### src/rtl/sort_pkg.sv
// sort_pkg: shared types, widths and sizing helper for the comparator-based sorter.
package sort_pkg;
    typedef enum logic [1:0] {IDLE, SORT, DONE} sort_state_t;
    localparam int CMP_W = 4;
    function automatic int max_cmp(input int n);
        return n * (n - 1) / 2;
    endfunction
endpackage

### src/rtl/cmp_sort_sequencer_if.sv
// cmp_sort_sequencer_if: request/result bundle between the sorter and its user.
interface cmp_sort_sequencer_if
    import sort_pkg::*;
#(
    parameter int N     = 4,
    parameter int CNT_W = $clog2(max_cmp(N) + 1)
);
    logic                 start;
    logic [N*CMP_W-1:0]   data_in;
    logic                 busy;
    logic                 done;
    logic [N*CMP_W-1:0]   data_out;
    logic [CNT_W-1:0]     swap_count;
    modport master(output start, data_in, input busy, done, data_out, swap_count);
    modport slave(input start, data_in, output busy, done, data_out, swap_count);
endinterface

### src/rtl/Comparator.sv
// Comparator: unsigned 4-bit magnitude compare, the shared resource the sorter schedules.
module Comparator
    import sort_pkg::*;
(
    input  logic [CMP_W-1:0] A,
    input  logic [CMP_W-1:0] B,
    output logic             A_greater_B,
    output logic             A_equal_B,
    output logic             A_lesser_B
);
    assign A_greater_B = A > B;
    assign A_equal_B   = A == B;
    assign A_lesser_B  = A < B;
endmodule

### src/rtl/cmp_sort_sequencer.sv
// cmp_sort_sequencer: early-exit bubble sort, one adjacent compare/swap per cycle
// through a single shared Comparator.
module cmp_sort_sequencer
    import sort_pkg::*;
#(
    parameter int N     = 4,
    parameter int CNT_W = $clog2(max_cmp(N) + 1)
) (
    input logic                 clk,
    input logic                 rst,
    cmp_sort_sequencer_if.slave bus
);
    localparam int J_W = $clog2(N);
    localparam logic [J_W-1:0] ONE  = J_W'(1);
    localparam logic [J_W-1:0] LAST = J_W'(N - 2);
    sort_state_t       state;
    logic [CMP_W-1:0]  arr [N];
    logic [J_W-1:0]    j, pass, j_nxt;
    logic              swapped, busy, done;
    logic [CNT_W-1:0]  swap_count;
    logic [CMP_W-1:0]  a, b;
    logic              gt, eq, lt, swap, end_pass;
    assign j_nxt    = j + ONE;
    assign a        = arr[j];
    assign b        = arr[j_nxt];
    assign swap     = gt & ~(eq | lt);
    assign end_pass = j == LAST - pass;
    Comparator u_cmp (
        .A           (a),
        .B           (b),
        .A_greater_B (gt),
        .A_equal_B   (eq),
        .A_lesser_B  (lt)
    );
    always_ff @(posedge clk or posedge rst) begin
        if (rst) begin
            state      <= IDLE;
            for (int i = 0; i < N; i++) arr[i] <= '0;
            j          <= '0;
            pass       <= '0;
            swapped    <= 1'b0;
            swap_count <= '0;
            busy       <= 1'b0;
            done       <= 1'b0;
        end else begin
            done <= 1'b0;
            case (state)
                IDLE: if (bus.start) begin
                    for (int i = 0; i < N; i++) arr[i] <= bus.data_in[i*CMP_W +: CMP_W];
                    j          <= '0;
                    pass       <= '0;
                    swapped    <= 1'b0;
                    swap_count <= '0;
                    busy       <= 1'b1;
                    state      <= SORT;
                end
                SORT: begin
                    if (swap) begin
                        arr[j]     <= b;
                        arr[j_nxt] <= a;
                        swap_count <= swap_count + CNT_W'(1);
                    end
                    // the current cycle's swap counts toward the early-exit decision
                    if (!end_pass) begin
                        j       <= j_nxt;
                        swapped <= swapped | swap;
                    end else if (!(swapped || swap) || pass == LAST) begin
                        done  <= 1'b1;
                        state <= DONE;
                    end else begin
                        pass    <= pass + ONE;
                        j       <= '0;
                        swapped <= 1'b0;
                    end
                end
                DONE: begin
                    busy  <= 1'b0;
                    state <= IDLE;
                end
                default: state <= IDLE;
            endcase
        end
    end
    for (genvar g = 0; g < N; g++) begin : g_out
        assign bus.data_out[g*CMP_W +: CMP_W] = arr[g];
    end
    assign bus.busy       = busy;
    assign bus.done       = done;
    assign bus.swap_count = swap_count;
endmodule
### src/flat_wrapper.sv
// flat-port wrapper written by rule: the top's interface ports become plain ports
module cmp_sort_sequencer_flat import sort_pkg::*;
#(
    parameter int N     = 4,
    parameter int CNT_W = $clog2(max_cmp(N) + 1)
)
  (clk, rst, bus_start, bus_data_in, bus_busy, bus_done, bus_data_out, bus_swap_count);
  cmp_sort_sequencer_if #(.N(N), .CNT_W(CNT_W)) bus_i ();
  input logic clk;
  input logic rst;
  input wire logic [$bits(bus_i.start)-1:0] bus_start;
  input wire logic [$bits(bus_i.data_in)-1:0] bus_data_in;
  output wire logic [$bits(bus_i.busy)-1:0] bus_busy;
  output wire logic [$bits(bus_i.done)-1:0] bus_done;
  output wire logic [$bits(bus_i.data_out)-1:0] bus_data_out;
  output wire logic [$bits(bus_i.swap_count)-1:0] bus_swap_count;
  assign bus_i.start = bus_start;
  assign bus_i.data_in = bus_data_in;
  assign bus_busy = bus_i.busy;
  assign bus_done = bus_i.done;
  assign bus_data_out = bus_i.data_out;
  assign bus_swap_count = bus_i.swap_count;
  cmp_sort_sequencer #(.N(N), .CNT_W(CNT_W)) u_core (.clk(clk), .rst(rst), .bus(bus_i));
endmodule
### config.mk
export PLATFORM = sky130hd
export DESIGN_NAME = cmp_sort_sequencer_flat
export DESIGN_NICKNAME = d
export VERILOG_FILES = /design/src/rtl/sort_pkg.sv /design/src/rtl/cmp_sort_sequencer_if.sv /design/src/rtl/Comparator.sv /design/src/rtl/cmp_sort_sequencer.sv /design/src/flat_wrapper.sv
export SDC_FILE = /design/constraint.sdc
export NUM_CORES = 1
export LEC_CHECK = 0
export BUFFER_PORTS_ARGS = -buffer_cell sky130_fd_sc_hd__buf_2
export CORE_MARGIN = 3
export CORE_UTILIZATION = 45
export CTS_CLUSTER_DIAMETER = 80
export CTS_CLUSTER_SIZE = 10
export DETAILED_ROUTE_END_ITERATION = 16
export PLACE_DENSITY = 0.7
export SETUP_SLACK_MARGIN = 0.2
export SYNTH_ARGS = -nofsm -noshare
export SYNTH_HDL_FRONTEND = slang
export SYNTH_HIERARCHICAL = 1
export SYNTH_SLANG_ARGS = --single-unit
export TNS_END_PERCENT = 50
### constraint.sdc
create_clock -name clk -period 3.8 [get_ports clk]
set_input_delay 0.38 -clock clk [delete_from_list [all_inputs] [get_ports clk]]
set_output_delay 0.38 -clock clk [all_outputs]
set_load 0.005 [all_outputs]
==> impl_metrics.json <==
{
  "grt_max_degree": 29,
  "ys_seq_area_frac": 0.334,
  "grt_pass1_wl_um": 8820,
  "yosys.area.top_type": "dfrtp_1",
  "vias_per_cell": 6.26,
  "htree_levels": 1,
  "drive_gt1_frac": 0.256,
  "cts_made_buffers": 3,
  "cp-end-kind": "flip-flop",
  "p_leak_uw": 0.00119,
  "ys_top_cells_by_area": "dfrtp_1 (33%), ha_1 (7.8%), a222oi_1 (7.6%)",
  "hold_viol_final": 0,
  "antenna_cells": 0,
  "finalSetupViolCount": 0,
  "yosysWarnings": 6,
  "cts.path.max_buffers": 2,
  "synthCells": 215,
  "path_max_fanout": 10,
  "area_delta_synth_final_pct": 15.0,
  "worstPathArrival_ns": 3.63,
  "fp.dieW_um": 74.2,
  "antenna_found_initial": 0,
  "max_slew_margin": 0.231,
  "cts_sinks": 28,
  "utilization": 0.546,
  "num_vias": 1892,
  "final_antenna_net_count": 0,
  "coreArea_mm2": 0.00441,
  "root_buffer": "clkbuf_8",
  "insertion_delay_ns": 0.28,
  "ir_drop_v": 0.000459,
  "final_max_slew_viol_count": 0,
  "avgSynthCellArea_um2": 9.75,
  "holdWs_ns": 0.380,
  "finalSetupTns_ns": 0,
  "boundaryPins": 40,
  "finalWeightedCongestion": 0.910,
  "cap_violations": 0,
  "firstDrtPassIters": 5,
  "cts_tree": "built",
  "num_rows": 24,
  "startpoint": "u_core/j[1]",
  "min_path_type": "in2async",
  "synth.distinct_cells": 38,
  "wire_per_inst_um": 17.9,
  "r2r_start": "u_core/j[1]",
  "rsz0062_at_grt": "false",
  "syn-num-nets": 247,
  "dieArea_mm2": 0.00551,
  "crit_type": "reg2reg",
  "startpoint_type": "flip-flop",
  "grt_overflow_total": 0,
  "die_y_um": 74.2,
  "drc_errors": 0,
  "cp.required_ns": 4.03,
  "period_share": 0.895,
  "wirelength_um": 5420,
  "port-buffer-count": 39,
  "tightest_slew_ns": 1.15,
  "finalClockSkew_ns": 0.00188,
  "ys_ff_latch": 28,
  "cts.clk_slew.worst_paths_ns": 0.10,
  "hpwl_um": 3860,
  "max_freq_ghz": 0.294,
  "track_usage": 0.205,
  "synth_area_mm2": 0.00210,
  "nets": 283,
  "cts_hold_buf": 0,
  "p_per_area_mw_per_mm2": 1130,
  "yosys.area.top_type_share": 0.334,
  "fin_crit_ns": 3.40,
  "start_util": 0.475,
  "drt_iter0_markers": 188,
  "first_global_vias": 1724,
  "status": "finished, final reports clean"
}
-- cell usage in the layout (no fill, tap or decap), types with 4 or more instances in the layout --
master / netlist / final
a211oi_1: 16 / 16
a21o_1: 16 / 16
a21oi_1: 5 / 5
a222oi_1: 16 / 16
and3b_1: 5 / 5
buf_2: 6 / 39
dfrtp_1: 28 / 28
ha_1: 13 / 12
inv_1: 11 / 10
mux2_1: 8 / 4
mux2_2: 1 / 5
mux4_2: 4 / 4
nand2_1: 7 / 7
nor2_1: 34 / 34
nor3b_1: 9 / 9
-- report_power, final --
group / total, uW / internal [uW] / switching, uW / leakage [uW]
clock network: 243 / 141 / 101 / 0.0000357
logic: 1930 / 867 / 1060 / 0.000794
registers: 561 / 430 / 131 / 0.000356
-- cell type report --
class	count	area, um2
tap	52	65.1
clock inverter	1	30.0
timing repair buffer	42	218
sequential	28	701
clock buffer	3	41.3
fill	416	2000
multi-input combinational	165	1310
inverter	11	41.3
-- critical path, cell delays in order, from the launching register on --
cell and delay, ns:
dfrtp_1 0.39, inv_1 0.15, ha_2 0.39, mux2_2 0.33, nor2_1 0.05, nor2_1 0.11
inv_1 0.05, ha_1 0.29, nor2b_4 0.16, o21bai_4 0.06, and2_1 0.14, or3b_4 0.48
a211o_2 0.40, a211oi_1 0.24, a21o_1 0.11
-- metrics by stage --
step	cell area [um2]	worst slack, ns	total power [uW]	cells
floorplan	2110	0.253	2010	215
global placement	2330	0.326	2390	298
detailed placement	2330	0.246	2430	298
CTS	2400	0.212	2690	302
global route	2410	0.193	2980	302
finish	2410	0.400	2730	302
-- path summary, 6_finish.rpt --
check                      cells past startpoint                       to  slack, ns
setup / recovery                              14  u_core/bus.data_out[11]       0.40
max in group asynchronous                      2  u_core/bus.data_out[10]       2.73
hold reg to reg                                1           u_core/pass[0]       0.53
min in group clk                               3          u_core/bus.busy       0.40
hold / removal                                 2           u_core/pass[1]       0.38
setup reg to reg                              14  u_core/bus.data_out[11]       0.40
-- registers in the layout, summed over array words and instances (netlist names) --
name,flops
u_core/state,2
u_core/pass,2
u_core/bus.swap_count,3
u_core/swapped,1
u_core/bus.busy,1
u_core/bus.done,1
u_core/bus.data_out,16
u_core/j,2
-- cell families (layout without fill, tap and decap cells) --
kind of cell	Yosys count	in the layout	synth area share
flip-flops	28	28	0.334
AND/OR/NAND/NOR	64	64	0.157
AO/OA/AOI/OAI	70	70	0.271
buffers and inverters	22	57	0.0466
multiplexers	15	15	0.101
XOR/XNOR	3	3	0.0125
adder cells (fa/ha/maj)	13	13	0.0776
-- per-layer routing --
metal | track usage | share of wire | wire [um]
met1 | 0.311 | 0.46 | 2470
met2 | 0.311 | 0.46 | 2470
met3 | 0.0338 | 0.077 | 415
met4 | 0.0395 | 0.012 | 64
met5 | 0 | 0 | 0
-- synth_stat cells --
cell type and count:
and3b_1 5, buf_1 1, a22o_1 1, clkbuf_1 3, nor3b_1 9, a21oi_2 2, or3b_1 1, nor3_1 3
nand2b_1 1, a211oi_1 16, o21bai_4 1, inv_1 11, nand3b_1 1, mux2_2 1, buf_6 1, mux2i_1 2
dfrtp_1 28, a22oi_1 1, and2_1 1, o21bai_1 1, ha_1 13, a222oi_1 16, nand2_1 7, a32oi_1 1
mux2_1 8, buf_2 6, a32o_1 1, nor2_1 34, a21oi_1 5, a211o_1 4, mux4_2 4, o21ai_0 1
nor2b_1 1, xnor2_1 3, o21ai_1 3, a21o_1 16, o41ai_1 1, nor2b_4 1
-- what timing repair did --
item | CTS | global route
endpoints found under the setup margin | 0 | 19
gates resized for setup | 0 | 7
buffers inserted | 0 | 0
(Power assumes the default switching activity.)
